$ cat src/rtl/instr_encoder_pkg.sv
// Shared types for the instruction encoder: RV32I opcodes, immediate type,
// encoder FSM states and the instruction-format classification.
package instr_encoder_pkg;

  typedef enum logic [6:0] {
    OP_RTYPE       = 7'b0110011,
    OP_ITYPE_LOGIC = 7'b0010011,
    OP_ITYPE_LOAD  = 7'b0000011,
    OP_ITYPE_JALR  = 7'b1100111,
    OP_STYPE       = 7'b0100011,
    OP_BTYPE       = 7'b1100011,
    OP_JTYPE       = 7'b1101111,
    OP_UTYPE_AUIPC = 7'b0010111,
    OP_UTYPE_LUI   = 7'b0110111,
    OP_FENCE       = 7'b0001111
  } opcode_t;

  typedef logic [31:0] imm_t;

  typedef enum logic [1:0] {
    ST_IDLE,
    ST_PACK,
    ST_WRITE
  } enc_state_t;

  typedef enum logic [2:0] {
    FMT_R,
    FMT_I,
    FMT_I_SHIFT,
    FMT_S,
    FMT_B,
    FMT_U,
    FMT_J
  } instr_fmt_t;

  typedef struct packed {
    logic       known;
    instr_fmt_t fmt;
  } fmt_info_t;

  // Maps an opcode (and funct3 for the shift-immediate forms) to its packing
  // format; known = 0 flags opcodes the encoder does not support.
  function automatic fmt_info_t decode_fmt(opcode_t op, logic [2:0] funct3);
    fmt_info_t info;
    info.known = 1'b1;
    info.fmt   = FMT_R;
    case (op)
      OP_RTYPE:       info.fmt = FMT_R;
      OP_ITYPE_LOGIC: info.fmt = (funct3 == 3'b001 || funct3 == 3'b101) ? FMT_I_SHIFT : FMT_I;
      OP_ITYPE_LOAD,
      OP_ITYPE_JALR,
      OP_FENCE:       info.fmt = FMT_I;
      OP_STYPE:       info.fmt = FMT_S;
      OP_BTYPE:       info.fmt = FMT_B;
      OP_JTYPE:       info.fmt = FMT_J;
      OP_UTYPE_AUIPC,
      OP_UTYPE_LUI:   info.fmt = FMT_U;
      default:        info.known = 1'b0;
    endcase
    return info;
  endfunction

endpackage

$ cat src/rtl/instr_encoder_if.sv
// Field-bundle handshake and instruction-memory write bus of the encoder.
// master = program source / memory model side, slave = encoder side.
interface instr_encoder_if #(
  parameter int ADDR_WIDTH = 10
);
  import instr_encoder_pkg::*;

  logic                  in_valid;
  logic                  in_ready;
  opcode_t               opcode;
  logic [2:0]            funct3;
  logic [6:0]            funct7;
  logic [4:0]            rd;
  logic [4:0]            rs1;
  logic [4:0]            rs2;
  imm_t                  imm;

  logic                  mem_wr_en;
  logic                  mem_ready;
  logic [ADDR_WIDTH-1:0] mem_addr;
  logic [31:0]           mem_wdata;

  modport master (
    output in_valid, opcode, funct3, funct7, rd, rs1, rs2, imm, mem_ready,
    input  in_ready, mem_wr_en, mem_addr, mem_wdata
  );

  modport slave (
    input  in_valid, opcode, funct3, funct7, rd, rs1, rs2, imm, mem_ready,
    output in_ready, mem_wr_en, mem_addr, mem_wdata
  );

endinterface

$ cat src/rtl/instr_encoder_packer.sv
// instr_packer: combinational field-to-word packing for RV32I formats.
// Optional macro IMM_RANGE_CHECK_EN: when defined, imm_ok reports whether the
// immediate fits its format; otherwise imm_ok is always 1 and the immediate
// is silently truncated.
module instr_packer
  import instr_encoder_pkg::*;
(
  input  instr_fmt_t  fmt,
  input  opcode_t     opcode,
  input  logic [2:0]  funct3,
  input  logic [6:0]  funct7,
  input  logic [4:0]  rd,
  input  logic [4:0]  rs1,
  input  logic [4:0]  rs2,
  input  imm_t        imm,
  output logic [31:0] word,
  output logic        imm_ok
);

  // Place each field at its bit position for the selected format
  always_comb begin
    word = 32'h0;
    case (fmt)
      FMT_R:       word = {funct7, rs2, rs1, funct3, rd, opcode};
      FMT_I:       word = {imm[11:0], rs1, funct3, rd, opcode};
      FMT_I_SHIFT: word = {funct7, imm[4:0], rs1, funct3, rd, opcode};
      FMT_S:       word = {imm[11:5], rs2, rs1, funct3, imm[4:0], opcode};
      FMT_B:       word = {imm[12], imm[10:5], rs2, rs1, funct3, imm[4:1], imm[11], opcode};
      FMT_U:       word = {imm[31:12], rd, opcode};
      FMT_J:       word = {imm[20], imm[10:1], imm[11], imm[19:12], rd, opcode};
      default:     word = 32'h0;
    endcase
  end

`ifdef IMM_RANGE_CHECK_EN
  // Immediate must be representable: sign bits above the field all equal,
  // branch/jump offsets even, upper-immediate low 12 bits zero
  always_comb begin
    imm_ok = 1'b1;
    case (fmt)
      FMT_I, FMT_I_SHIFT, FMT_S:
        imm_ok = (&imm[31:11]) | ~(|imm[31:11]);
      FMT_B:
        imm_ok = ((&imm[31:12]) | ~(|imm[31:12])) & ~imm[0];
      FMT_J:
        imm_ok = ((&imm[31:20]) | ~(|imm[31:20])) & ~imm[0];
      FMT_U:
        imm_ok = ~(|imm[11:0]);
      default:
        imm_ok = 1'b1;
    endcase
  end
`else
  assign imm_ok = 1'b1;
`endif

endmodule

$ cat src/rtl/instr_encoder.sv
// instr_encoder: accepts decoded instruction fields, packs them into RV32I
// words and writes them to sequential instruction-memory word addresses.
// Optional macro IMM_RANGE_CHECK_EN: enables immediate range checking and
// the sticky imm_err flag; otherwise imm_err is tied low.
//
// state    | meaning
// ST_IDLE  | waiting for a field bundle (in_ready = !full)
// ST_PACK  | captured bundle is packed into mem_wdata or rejected
// ST_WRITE | mem_wr_en held with stable addr/data until mem_ready
module instr_encoder
  import instr_encoder_pkg::*;
#(
  parameter int ADDR_WIDTH = 10
) (
  input  logic                clk,
  input  logic                reset_n,
  input  logic                clear,
  instr_encoder_if.slave      bus,
  output logic                full,
  output logic                opcode_err,
  output logic                imm_err,
  output logic [ADDR_WIDTH:0] count
);

  localparam logic [ADDR_WIDTH-1:0] ADDR_LAST = '1;

  enc_state_t            state;
  logic                  in_ready_q;
  logic                  wr_en_q;
  logic [ADDR_WIDTH-1:0] addr_q;
  logic [31:0]           wdata_q;
  logic [ADDR_WIDTH:0]   count_q;
  logic                  full_q;
  logic                  op_err_q;

  opcode_t               op_q;
  logic [2:0]            f3_q;
  logic [6:0]            f7_q;
  logic [4:0]            rd_q;
  logic [4:0]            rs1_q;
  logic [4:0]            rs2_q;
  imm_t                  imm_q;

  fmt_info_t             fmt_info;
  logic [31:0]           pk_word;
  logic                  pk_imm_ok;

`ifdef IMM_RANGE_CHECK_EN
  logic                  imm_err_q;
`endif

  assign fmt_info = decode_fmt(op_q, f3_q);

  instr_packer u_packer (
    .fmt    (fmt_info.fmt),
    .opcode (op_q),
    .funct3 (f3_q),
    .funct7 (f7_q),
    .rd     (rd_q),
    .rs1    (rs1_q),
    .rs2    (rs2_q),
    .imm    (imm_q),
    .word   (pk_word),
    .imm_ok (pk_imm_ok)
  );

  // Encoder sequencing: capture, pack/reject, write with backpressure
  always_ff @(posedge clk or negedge reset_n) begin
    if (!reset_n) begin
      state      <= ST_IDLE;
      in_ready_q <= 1'b1;
      wr_en_q    <= 1'b0;
      addr_q     <= '0;
      wdata_q    <= 32'h0;
      count_q    <= '0;
      full_q     <= 1'b0;
      op_err_q   <= 1'b0;
`ifdef IMM_RANGE_CHECK_EN
      imm_err_q  <= 1'b0;
`endif
      op_q       <= OP_RTYPE;
      f3_q       <= 3'h0;
      f7_q       <= 7'h0;
      rd_q       <= 5'h0;
      rs1_q      <= 5'h0;
      rs2_q      <= 5'h0;
      imm_q      <= 32'h0;
    end else if (clear) begin
      // Discards any in-flight bundle; a bundle offered now is not taken
      state      <= ST_IDLE;
      in_ready_q <= 1'b1;
      wr_en_q    <= 1'b0;
      addr_q     <= '0;
      count_q    <= '0;
      full_q     <= 1'b0;
      op_err_q   <= 1'b0;
`ifdef IMM_RANGE_CHECK_EN
      imm_err_q  <= 1'b0;
`endif
    end else begin
      case (state)
        ST_IDLE: begin
          if (bus.in_valid && in_ready_q) begin
            op_q       <= bus.opcode;
            f3_q       <= bus.funct3;
            f7_q       <= bus.funct7;
            rd_q       <= bus.rd;
            rs1_q      <= bus.rs1;
            rs2_q      <= bus.rs2;
            imm_q      <= bus.imm;
            in_ready_q <= 1'b0;
            state      <= ST_PACK;
          end
        end
        ST_PACK: begin
          if (!fmt_info.known) begin
            op_err_q   <= 1'b1;
            in_ready_q <= !full_q;
            state      <= ST_IDLE;
          end else if (!pk_imm_ok) begin
`ifdef IMM_RANGE_CHECK_EN
            imm_err_q  <= 1'b1;
`endif
            in_ready_q <= !full_q;
            state      <= ST_IDLE;
          end else begin
            wdata_q    <= pk_word;
            wr_en_q    <= 1'b1;
            state      <= ST_WRITE;
          end
        end
        ST_WRITE: begin
          if (bus.mem_ready) begin
            wr_en_q    <= 1'b0;
            addr_q     <= addr_q + 1'b1;
            count_q    <= count_q + 1'b1;
            // Wrapping to address 0 means every word has been written once
            if (addr_q == ADDR_LAST) begin
              full_q <= 1'b1;
            end
            in_ready_q <= !(full_q || (addr_q == ADDR_LAST));
            state      <= ST_IDLE;
          end
        end
        default: begin
          state      <= ST_IDLE;
          in_ready_q <= !full_q;
          wr_en_q    <= 1'b0;
        end
      endcase
    end
  end

  assign bus.in_ready  = in_ready_q;
  assign bus.mem_wr_en = wr_en_q;
  assign bus.mem_addr  = addr_q;
  assign bus.mem_wdata = wdata_q;
  assign full          = full_q;
  assign opcode_err    = op_err_q;
  assign count         = count_q;

`ifdef IMM_RANGE_CHECK_EN
  assign imm_err = imm_err_q;
`else
  assign imm_err = 1'b0;
`endif

endmodule

$ cat src/flat_wrapper.sv
// flat-port wrapper written by rule: the top's interface ports become plain ports
module instr_encoder_flat import instr_encoder_pkg::*;
#(
  parameter int ADDR_WIDTH = 10
)
  (clk, reset_n, clear, full, opcode_err, imm_err, count, bus_in_valid, bus_opcode, bus_funct3, bus_funct7, bus_rd, bus_rs1, bus_rs2, bus_imm, bus_mem_ready, bus_in_ready, bus_mem_wr_en, bus_mem_addr, bus_mem_wdata);
  instr_encoder_if #(.ADDR_WIDTH(ADDR_WIDTH)) bus_i ();
  input  logic clk;
  input  logic reset_n;
  input  logic clear;
  output logic full;
  output logic opcode_err;
  output logic imm_err;
  output logic [ADDR_WIDTH:0] count;
  input wire logic [$bits(bus_i.in_valid)-1:0] bus_in_valid;
  input wire logic [$bits(bus_i.opcode)-1:0] bus_opcode;
  input wire logic [$bits(bus_i.funct3)-1:0] bus_funct3;
  input wire logic [$bits(bus_i.funct7)-1:0] bus_funct7;
  input wire logic [$bits(bus_i.rd)-1:0] bus_rd;
  input wire logic [$bits(bus_i.rs1)-1:0] bus_rs1;
  input wire logic [$bits(bus_i.rs2)-1:0] bus_rs2;
  input wire logic [$bits(bus_i.imm)-1:0] bus_imm;
  input wire logic [$bits(bus_i.mem_ready)-1:0] bus_mem_ready;
  output wire logic [$bits(bus_i.in_ready)-1:0] bus_in_ready;
  output wire logic [$bits(bus_i.mem_wr_en)-1:0] bus_mem_wr_en;
  output wire logic [$bits(bus_i.mem_addr)-1:0] bus_mem_addr;
  output wire logic [$bits(bus_i.mem_wdata)-1:0] bus_mem_wdata;
  assign bus_i.in_valid = bus_in_valid;
  assign bus_i.opcode = bus_opcode;
  assign bus_i.funct3 = bus_funct3;
  assign bus_i.funct7 = bus_funct7;
  assign bus_i.rd = bus_rd;
  assign bus_i.rs1 = bus_rs1;
  assign bus_i.rs2 = bus_rs2;
  assign bus_i.imm = bus_imm;
  assign bus_i.mem_ready = bus_mem_ready;
  assign bus_in_ready = bus_i.in_ready;
  assign bus_mem_wr_en = bus_i.mem_wr_en;
  assign bus_mem_addr = bus_i.mem_addr;
  assign bus_mem_wdata = bus_i.mem_wdata;
  instr_encoder #(.ADDR_WIDTH(ADDR_WIDTH)) u_core (.clk(clk), .reset_n(reset_n), .clear(clear), .bus(bus_i), .full(full), .opcode_err(opcode_err), .imm_err(imm_err), .count(count));
endmodule
$ cat config.mk
export PLATFORM = sky130hd
export DESIGN_NAME = instr_encoder_flat
export DESIGN_NICKNAME = d
export VERILOG_FILES = /design/src/rtl/instr_encoder_pkg.sv /design/src/rtl/instr_encoder_if.sv /design/src/rtl/instr_encoder_packer.sv /design/src/rtl/instr_encoder.sv /design/src/flat_wrapper.sv
export SDC_FILE = /design/constraint.sdc
export NUM_CORES = 1
export LEC_CHECK = 0
export CAP_MARGIN = 5
export CORE_MARGIN = 8
export CORE_UTILIZATION = 52
export DETAILED_ROUTE_END_ITERATION = 12
export GPL_TIMING_DRIVEN = 0
export HOLD_SLACK_MARGIN = 0.1
export PLACE_DENSITY = 0.81
export SLEW_MARGIN = 20
export SYNTH_ARGS = -nofsm -noshare
export SYNTH_HDL_FRONTEND = slang
export SYNTH_HIERARCHICAL = 1
export SYNTH_SLANG_ARGS = --single-unit
$ cat constraint.sdc
create_clock -name clk -period 2.6 [get_ports clk]
set_clock_uncertainty 0.15 [all_clocks]
set_input_delay 0.65 -clock clk [delete_from_list [all_inputs] [get_ports clk]]
set_output_delay 0.65 -clock clk [all_outputs]
set_load 0.05 [all_outputs]
Yosys cells after proc, flatten, opt, wreduce, memory -nomap -nowiden
Cells that the tools add are included.
{"block": "classes", "n_reduce_logical": 22, "n_eq_ne": 27, "add_sub_neg": 2, "n_bitwise": 1, "n_mux": 31}
{"op": "$pmux W32 S7", "count": 1}
{"op": "$mux W11", "count": 3}
{"op": "$mux W10", "count": 3}
{"op": "$eq A7 B6 Y1 const B", "count": 3}
{"op": "$eq A7 B7 Y1 const B", "count": 3}
{"op": "$pmux W3 S6", "count": 1}
{"op": "$mux W1", "count": 15}
{"op": "$reduce_and A3 Y1", "count": 5}
{"op": "$eq A7 B5 Y1 const B", "count": 2}
{"op": "$eq A3 B3 Y1 const B", "count": 4}
{"op": "$add A11 B1 Y11 const B", "count": 1}
{"op": "$add A10 B1 Y10 const B", "count": 1}
{"op": "$eq A10 B10 Y1 const B", "count": 1}
{"op": "$mux W2", "count": 5}
{"op": "$reduce_or A10 Y1", "count": 1}
{"op": "$reduce_bool A2 Y1", "count": 4}
{"op": "$eq A7 B2 Y1 const B", "count": 1}
{"op": "$eq A7 B4 Y1 const B", "count": 1}
{"op": "$eq A3 B1 Y1 const B", "count": 2}
{"op": "$eq A3 B2 Y1 const B", "count": 2}
{"op": "$ne A3 B2 Y1 const B", "count": 2}
{"op": "$ne A3 B3 Y1 const B", "count": 2}
{"op": "$pmux W1 S3", "count": 2}
{"op": "$pmux W2 S3", "count": 1}
{"op": "other kinds (12)", "count": 17}
{"block": "word_totals", "word_cells": 98, "reg_bits": 123, "in_bits": 69}

Longest topological paths before layout
Gate-level depths: netlist of run 1.
{"block": "depth", "ltp_word": 6, "depth_mapped": 12, "mapped_depth_nobuf": 8}

Cells and area by module
Netlist of run 1, hierarchy kept.
{"module": "instr_encoder", "area_each_um2": 5271.3, "seq_area_each_um2": 3084.2, "cells_per_inst": 373, "n_inst": 1}
{"module": "instr_packer", "area_each_um2": 867.1, "seq_area_each_um2": 0.0, "cells_per_inst": 134, "n_inst": 1}

Worst setup path before layout of run 1
OpenSTA, ideal clock, no wires.
{"block": "synth_path", "path_kind": "register to register", "startpoint": "register u_core.op_q[6]", "endpoint": "register u_core.wdata_q[31], in the netlist u_core/bus.mem_wdata[31]", "arrival_time_ns": 2.115, "synth_period_minus_slack_ns": 2.390, "required_time_ns": 2.325, "path_stages_with_launch": 12, "n_path_buf": 3, "slack_ns": 0.210, "cell_sequence": "dfrtp_1 > buf_2 > or2_2 > a21oi_1 > o21ai_0 > o21ai_0 > buf_2 > buf_2 > mux2_2 > nand2_1 > o211ai_1 > mux2_2"}
{"item": "start, declared", "line": "instr_encoder.sv:36", "source": "opcode_t op_q;"}
{"item": "start signal, assigned", "line": "instr_encoder.sv:104", "source": "op_q <= bus.opcode;"}
{"item": "end signal, assigned", "line": "instr_encoder.sv:127", "source": "wdata_q <= pk_word;"}
{"item": "end, declared", "line": "instr_encoder.sv:31", "source": "logic [31:0] wdata_q;"}

Worst setup path after layout of run 1
{"block": "layout_path", "startpoint": "register u_core.addr_q[7], in the netlist u_core/bus.mem_addr[7]", "endpoint": "output port bus_mem_addr[7]"}
{"item": "start, declared", "line": "instr_encoder.sv:30", "source": "logic [ADDR_WIDTH-1:0] addr_q;"}
{"item": "start signal, assigned", "line": "instr_encoder.sv:135", "source": "addr_q <= addr_q + 1'b1;"}
{"item": "end, declared", "line": "flat_wrapper.sv:26", "source": "output wire logic [$bits(bus_i.mem_addr)-1:0] bus_mem_addr;"}
No word-level cell between the ends.

==> out/results.tsv, run 1 <==
metric	value	unit
Die Wd	124.7	µm
min-delay src	u_core/f7_q[1]$_DFFE_PN0P_	
final hold slack	0.3490	ns
Seq cells post-synth	123	
most common library cells after synthesis	dfrtp_1 (118), mux2_2 (71), nor2_1 (34)	
DP Area	7597	µm²
Filler Cells Inserted	783	
Setup-failing EPs final	0	
Layout Cells excl Fill	816	
wirelength, routed	15850	µm
starting density of the core	0.5353	
count leader, synth	dfrtp_1	
pin count of the biggest net entering global routing	75	
asr flop ratio synth	1.000	
status	finished, final reports clean	
Pre-Repair DR Iteration Count	5	
Clock power frac	0.328	
vias per cell	5.627	
# DRC	0	
Fmax	399.5	MHz
post-DP HPWL	10970	µm
Worst-Margin Slew	0.5813	ns
vias	4592	
Crit. End Element	output port	
Tot Pwr	7.455	mW
RSZ-0062 raised after global routing	true	
library cells used by synthesis	55	
worst path buffer plus inverter count	1	
top post-synthesis cells by area	dfrtp_1 (48%), mux2_2 (13%), mux2_4 (6.4%)	
worst path cell trace	clkdlybuf4s50_1	
GP Congestion	0.8345	
Mapped Nets	578	
setup total negative slack	0	ns
routed length on met2	7869	µm
ys flop type	dfrtp_1	
Yosys top cell by area	dfrtp_1	
antenna violations before repair	0	
LEAKAGE	3.633	nW
reg2reg path depth	9	
total track usage	0.2054	
post-route cell area	8362	µm²
critical path arrival	1.70	ns
R2R Path End	u_core/bus.mem_wdata[15]$_DFFE_PN0P_	
number of synthesized flops with an enable pin	0	
nets	731	
PD cells	891.6	nW/µm²
Slew headroom	0.6112	
Ant. Diodes	0	
met3 routed wirelength	1058	µm
reg2reg start	u_core/op_q[3]$_DFFE_PN0P_	
crit path max fanout	5	
combinational power share	0.306	
Seq pwr share	0.366	
layout cells sized above 1	0.2808	
Max IR drop VDD	0.6463	mV
row count	39	
Max-Cap Viols	0	
Setup CP Type	flop to output port	
CTS Buf Count	17	
clock tree sinks	123	
Hold Path Class	flop to flop	
Worst Hold Path EP	u_core/f7_q[1]$_DFFE_PN0P_	
fraction of the yosys area taken by sequential cells	0.5024	
clock tree buffer depth	2	
Sw Pwr	2.402	mW
R2R setup slack	0.1	ns
Core Region	11470	µm²
routed len/inst	19.42	µm
vias in the first global route	5060	
Avg Inst Size Synth	12.11	µm²
DRT antenna net count	0	
top cell type's share of synthesized area	0.4810	
hold path cells	1	
dpl cells	776	
Final min period	2.503	ns
WP data required	1.80	ns
root buffer cell	clkbuf_16	
Yosys warnings	6	
final worst path period share	0.9628	
H-tree depth	4	
Syn Std Cell Area	6138	µm²
CP top delay family	buffers and inverters	
Area growth, synth to finish	36.22	%
Worst path slowest cell	clkdlybuf4s50_1	
Final Hold Violating Endpoints	0	
I/O pins	127	
sw frac	0.3222	
chip height	124.7	µm
Routed met1 length	6548	µm
first-pass GRT wire length	25850	µm
Clock transition at path regs	0.05	ns
CTS tree	done	
Critical Path Max Stage Delay	0.85	ns
final slew viol count	0	
Top Metal Used	met4	
Int Power	5.054	mW
Starting DRT DRC Count	333	
clk_lat worst skew	0.41	ns
full die area	15540	µm²
remaining global-route overflow	0	
CP Launch Type	flop	
PortBufs	125	
Synth Instances	507	
metrics by stage:
step                  util  setup WS (ns)
floorplan                -         0.2102
global placement    0.6600         -3.906
finish              0.7292        0.09660
global route        0.7292       -0.01573
CTS                 0.7188       0.002362
detailed placement  0.6625        -0.2716
cells by family (layout without fill, tap and decap cells):
| kind of cell | count (synthesis) | after routing | share of synthesized area |
|---|---|---|---|
| simple gates | 139 | 139 | 0.1239 |
| fa+ha+maj | 2 | 2 | 0.004076 |
| xor+xnor | 17 | 17 | 0.02426 |
| mux | 103 | 103 | 0.2036 |
| compound gates | 83 | 83 | 0.09621 |
| flops | 123 | 123 | 0.5024 |
| other cells | 2 | 2 | 0.001223 |
| buf+inv | 38 | 204 | 0.04423 |
power groups by stage:
| stage | registers [mW] | clock network, mW | logic (mW) |
|---|---|---|---|
| floorplan | 3.07 | 0 | 1.11 |
| detailed placement | 2.73 | 0 | 2.18 |
| global placement | 2.71 | 0 | 2.11 |
| CTS | 2.72 | 2.49 | 2.22 |
| finish | 2.73 | 2.45 | 2.28 |
| global route | 2.78 | 2.58 | 2.42 |
routing by layer:
metal,vias to the layer above,track usage
met3,30,0.07745
met4,0,0.08221
met1,2275,0.2347
li1,2105,-
met5,-,0
met2,182,0.3401
state kept, by name, summed over array words and instances (netlist names):
register              flops
u_core/imm_q             32
u_core/full               1
u_core/bus.mem_addr      10
u_core/rs1_q              5
u_core/state              2
u_core/rd_q               5
u_core/bus.mem_wr_en      1
u_core/bus.in_ready       1
u_core/bus.mem_wdata     32
u_core/f3_q               3
u_core/rs2_q              5
u_core/f7_q               7
u_core/count             11
u_core/opcode_err         1
u_core/op_q               7
layout by cell type, fill, tap and decap left out, types with 10 or more instances in the layout:
master / instances
buf_6: 11
mux2_4: 26
clkdlybuf4s50_1: 123
nor2_1: 33
a211oi_1: 11
nand3_1: 10
dfrtp_1: 118
buf_4: 16
clkbuf_16: 17
xor2_1: 12
nor2b_1: 21
a21oi_1: 23
mux2_2: 71
nand2_1: 26
final cells by class:
cell class / instances / area (µm²) / share of cell area
sequential: 123 / 3084 / 0.3688
multi-input combinational: 346 / 2818 / 0.3370
timing repair buffer: 134 / 1341 / 0.1604
clock buffer: 19 / 452.9 / 0.05417
buffer: 33 / 301.5 / 0.03606
tap: 143 / 178.9 / 0.02140
clock inverter: 13 / 166.4 / 0.01990
inverter: 5 / 18.77 / 0.002245
how the worst max path moves through the flow:
stage	from	to	depth (start not counted)
6_report	u_core/bus.mem_addr[7]$_DFFE_PN0P_	bus_mem_addr[7]	1
3_5_place_dp	clear	u_core/imm_q[0]$_DFFE_PN0P_	6
2_1_floorplan	u_core/op_q[6]$_DFFE_PN0P_	u_core/bus.mem_wdata[31]$_DFFE_PN0P_	11
3_3_place_gp	reset_n	u_core/bus.mem_wdata[21]$_DFFE_PN0P_	1
5_1_grt	u_core/op_q[3]$_DFFE_PN0P_	u_core/bus.mem_wdata[21]$_DFFE_PN0P_	9
4_1_cts	u_core/op_q[2]$_DFFE_PN0P_	u_core/bus.mem_wdata[31]$_DFFE_PN0P_	11
repair_timing:
action | 4_1_cts | 5_1_grt
hold buffers | 1 | 0
setup endpoints to repair | 29 | 32
setup buffers | 0 | 7
hold endpoints to repair | 48 | 0
gates resized for setup | 7 | 29
pin swaps | 0 | 1
Note: power is estimated with default switching activity, not from simulation.
==> inputs of run 2 (changes only) <==
--- a/config.mk
+++ b/config.mk
@@ -11,6 +11,7 @@
 export DETAILED_ROUTE_END_ITERATION = 12
 export GPL_TIMING_DRIVEN = 0
 export HOLD_SLACK_MARGIN = 0.1
+export MAX_ROUTING_LAYER = met4
 export PLACE_DENSITY = 0.81
 export SLEW_MARGIN = 20
 export SYNTH_ARGS = -nofsm -noshare
==> run 2 against run 1 <==
Final cell count is the same. Wire length increased by 0.13%. Power barely moved. Largest power group unchanged. First-iteration DRC count rose by 9.0%. Clock power about the same. Combinational power about the same. Critical endpoint is now u_core/bus.mem_wdata[15]$_DFFE_PN0P_. Highest routed layer unchanged.
==> out/results.tsv, run 2 (same netlist as run 1, synthesis figures left out) <==
metric	value	unit
Die Wd	124.7	µm
crit path max fanout	10	
Setup CP Type	flop to flop	
critical path arrival	2.66	ns
# DRC	0	
Worst-Margin Slew	0.5818	ns
R2R setup slack	0.09	ns
WP data required	2.75	ns
Max IR drop VDD	0.6460	mV
first-pass GRT wire length	25830	µm
DRT antenna net count	0	
final hold slack	0.3488	ns
Crit. End Element	flop	
Slew headroom	0.6109	
hold path cells	1	
H-tree depth	4	
final slew viol count	0	
antenna violations before repair	0	
R2R Path End	u_core/bus.mem_wdata[15]$_DFFE_PN0P_	
Core Region	11470	µm²
min-delay src	u_core/f7_q[1]$_DFFE_PN0P_	
GP Congestion	0.8474	
final worst path period share	0.9646	
vias per cell	5.662	
Hold Path Class	flop to flop	
Final min period	2.508	ns
post-DP HPWL	10970	µm
Pre-Repair DR Iteration Count	5	
status	finished, final reports clean	
remaining global-route overflow	0	
LEAKAGE	3.633	nW
nets	731	
CTS Buf Count	17	
reg2reg path depth	9	
clk_lat worst skew	0.41	ns
reg2reg start	u_core/op_q[3]$_DFFE_PN0P_	
Layout Cells excl Fill	816	
PortBufs	125	
I/O pins	127	
met1 Use GR	0.2427	
Area growth, synth to finish	36.22	%
layout cells sized above 1	0.2808	
pin count of the biggest net entering global routing	75	
Clock transition at path regs	0.06	ns
row count	39	
commonest non-fill, non-tap cell in the layout	clkdlybuf4s50_1	
routed len/inst	19.45	µm
starting density of the core	0.5353	
clock tree sinks	123	
wirelength, routed	15870	µm
vias	4620	
root buffer cell	clkbuf_16	
clock tree buffer depth	2	
Setup WS pre-CTS	-0.2716	ns
Final Hold Violating Endpoints	0	
Setup-failing EPs final	0	
RSZ-0062 raised after global routing	true	
CTS tree	done	
total track usage	0.2112	
GR Util met3	0.06809	
vias in the first global route	5064	
Fmax	398.7	MHz
commonest non-fill, non-tap cells in the layout	clkdlybuf4s50_1 (123), dfrtp_1 (118), mux2_2 (71)	
gr busiest metal	met2	
Starting DRT DRC Count	363	
Max-Cap Viols	0	
met2 GRT Util	0.3391	
dpl cells	776	
Worst Hold Path EP	u_core/f7_q[1]$_DFFE_PN0P_	
Ant. Diodes	0	
CP Launch Type	flop	
full die area	15540	µm²
PD cells	891.1	nW/µm²
chip height	124.7	µm
post-route setup slack	0.09213	ns
-- run 2: critical path, cell delays in order (launching register included) --
cell	delay, ns
dfrtp_1	0.37
buf_2	0.18
and2b_2	0.24
nor4_2	0.24
a31oi_1	0.08
nor2_2	0.29
buf_6	0.19
o21ai_4	0.11
a22o_1	0.27
mux2_4	0.27
-- run 2: worst max path at each step --
stage | endpoint | slack (ns) | from
3_5_place_dp | u_core/imm_q[0]$_DFFE_PN0P_ | -0.27 | clear
6_report | u_core/bus.mem_wdata[15]$_DFFE_PN0P_ | 0.09 | u_core/op_q[3]$_DFFE_PN0P_
4_1_cts | u_core/bus.mem_wdata[31]$_DFFE_PN0P_ | 0.002 | u_core/op_q[2]$_DFFE_PN0P_
2_1_floorplan | u_core/bus.mem_wdata[31]$_DFFE_PN0P_ | 0.21 | u_core/op_q[6]$_DFFE_PN0P_
3_3_place_gp | u_core/bus.mem_wdata[21]$_DFFE_PN0P_ | -3.91 | reset_n
5_1_grt | u_core/bus.mem_wdata[21]$_DFFE_PN0P_ | -0.01 | u_core/op_q[3]$_DFFE_PN0P_
-- run 2: repair_timing --
action,CTS,global route
setup buffers,0,7
hold buffers,1,0
gates resized for setup,7,29
pin swaps,0,1
endpoints found under the hold margin,48,0
endpoints found under the setup margin,29,32
-- run 2: stage by stage --
stage / utilization / power (mW) / TNS, ns / instance area, µm²
6_report: 0.7292 / 7.451 / 0 / 8362
5_1_grt: 0.7292 / 7.783 / -0.02109 / 8362
4_1_cts: 0.7188 / 7.418 / 0 / 8243
3_5_place_dp: 0.6625 / 4.914 / -18.70 / 7597
3_3_place_gp: 0.6600 / 4.820 / -491.42 / 7569
2_1_floorplan: - / 4.187 / 0 / 6138
-- run 2: layout make-up --
class,instances,area [µm²]
fillers,783,3105
flip-flops and latches,123,3084
multi-input cells,346,2818
repair buffers,134,1341
clock buffers,19,452.9
plain buffers,33,301.5
well taps,143,178.9
clock inverters,13,166.4
inverters,5,18.77
-- run 2: where the power goes --
part	total [mW]	internal [mW]	switching, mW	leakage [nW]
clock	2.44	1.56	0.879	0.296
sequential	2.73	2.38	0.344	1.56
combinational	2.28	1.11	1.17	1.78
-- run 2: per-layer routing --
layer / share of wire / wire (µm) / vias to the layer above
li1: - / - / 2107
met1: 0.42 / 6707 / 2301
met2: 0.50 / 7894 / 178
met3: 0.059 / 934 / 34
met4: 0.021 / 331 / 0
met5: 0 / 0 / -
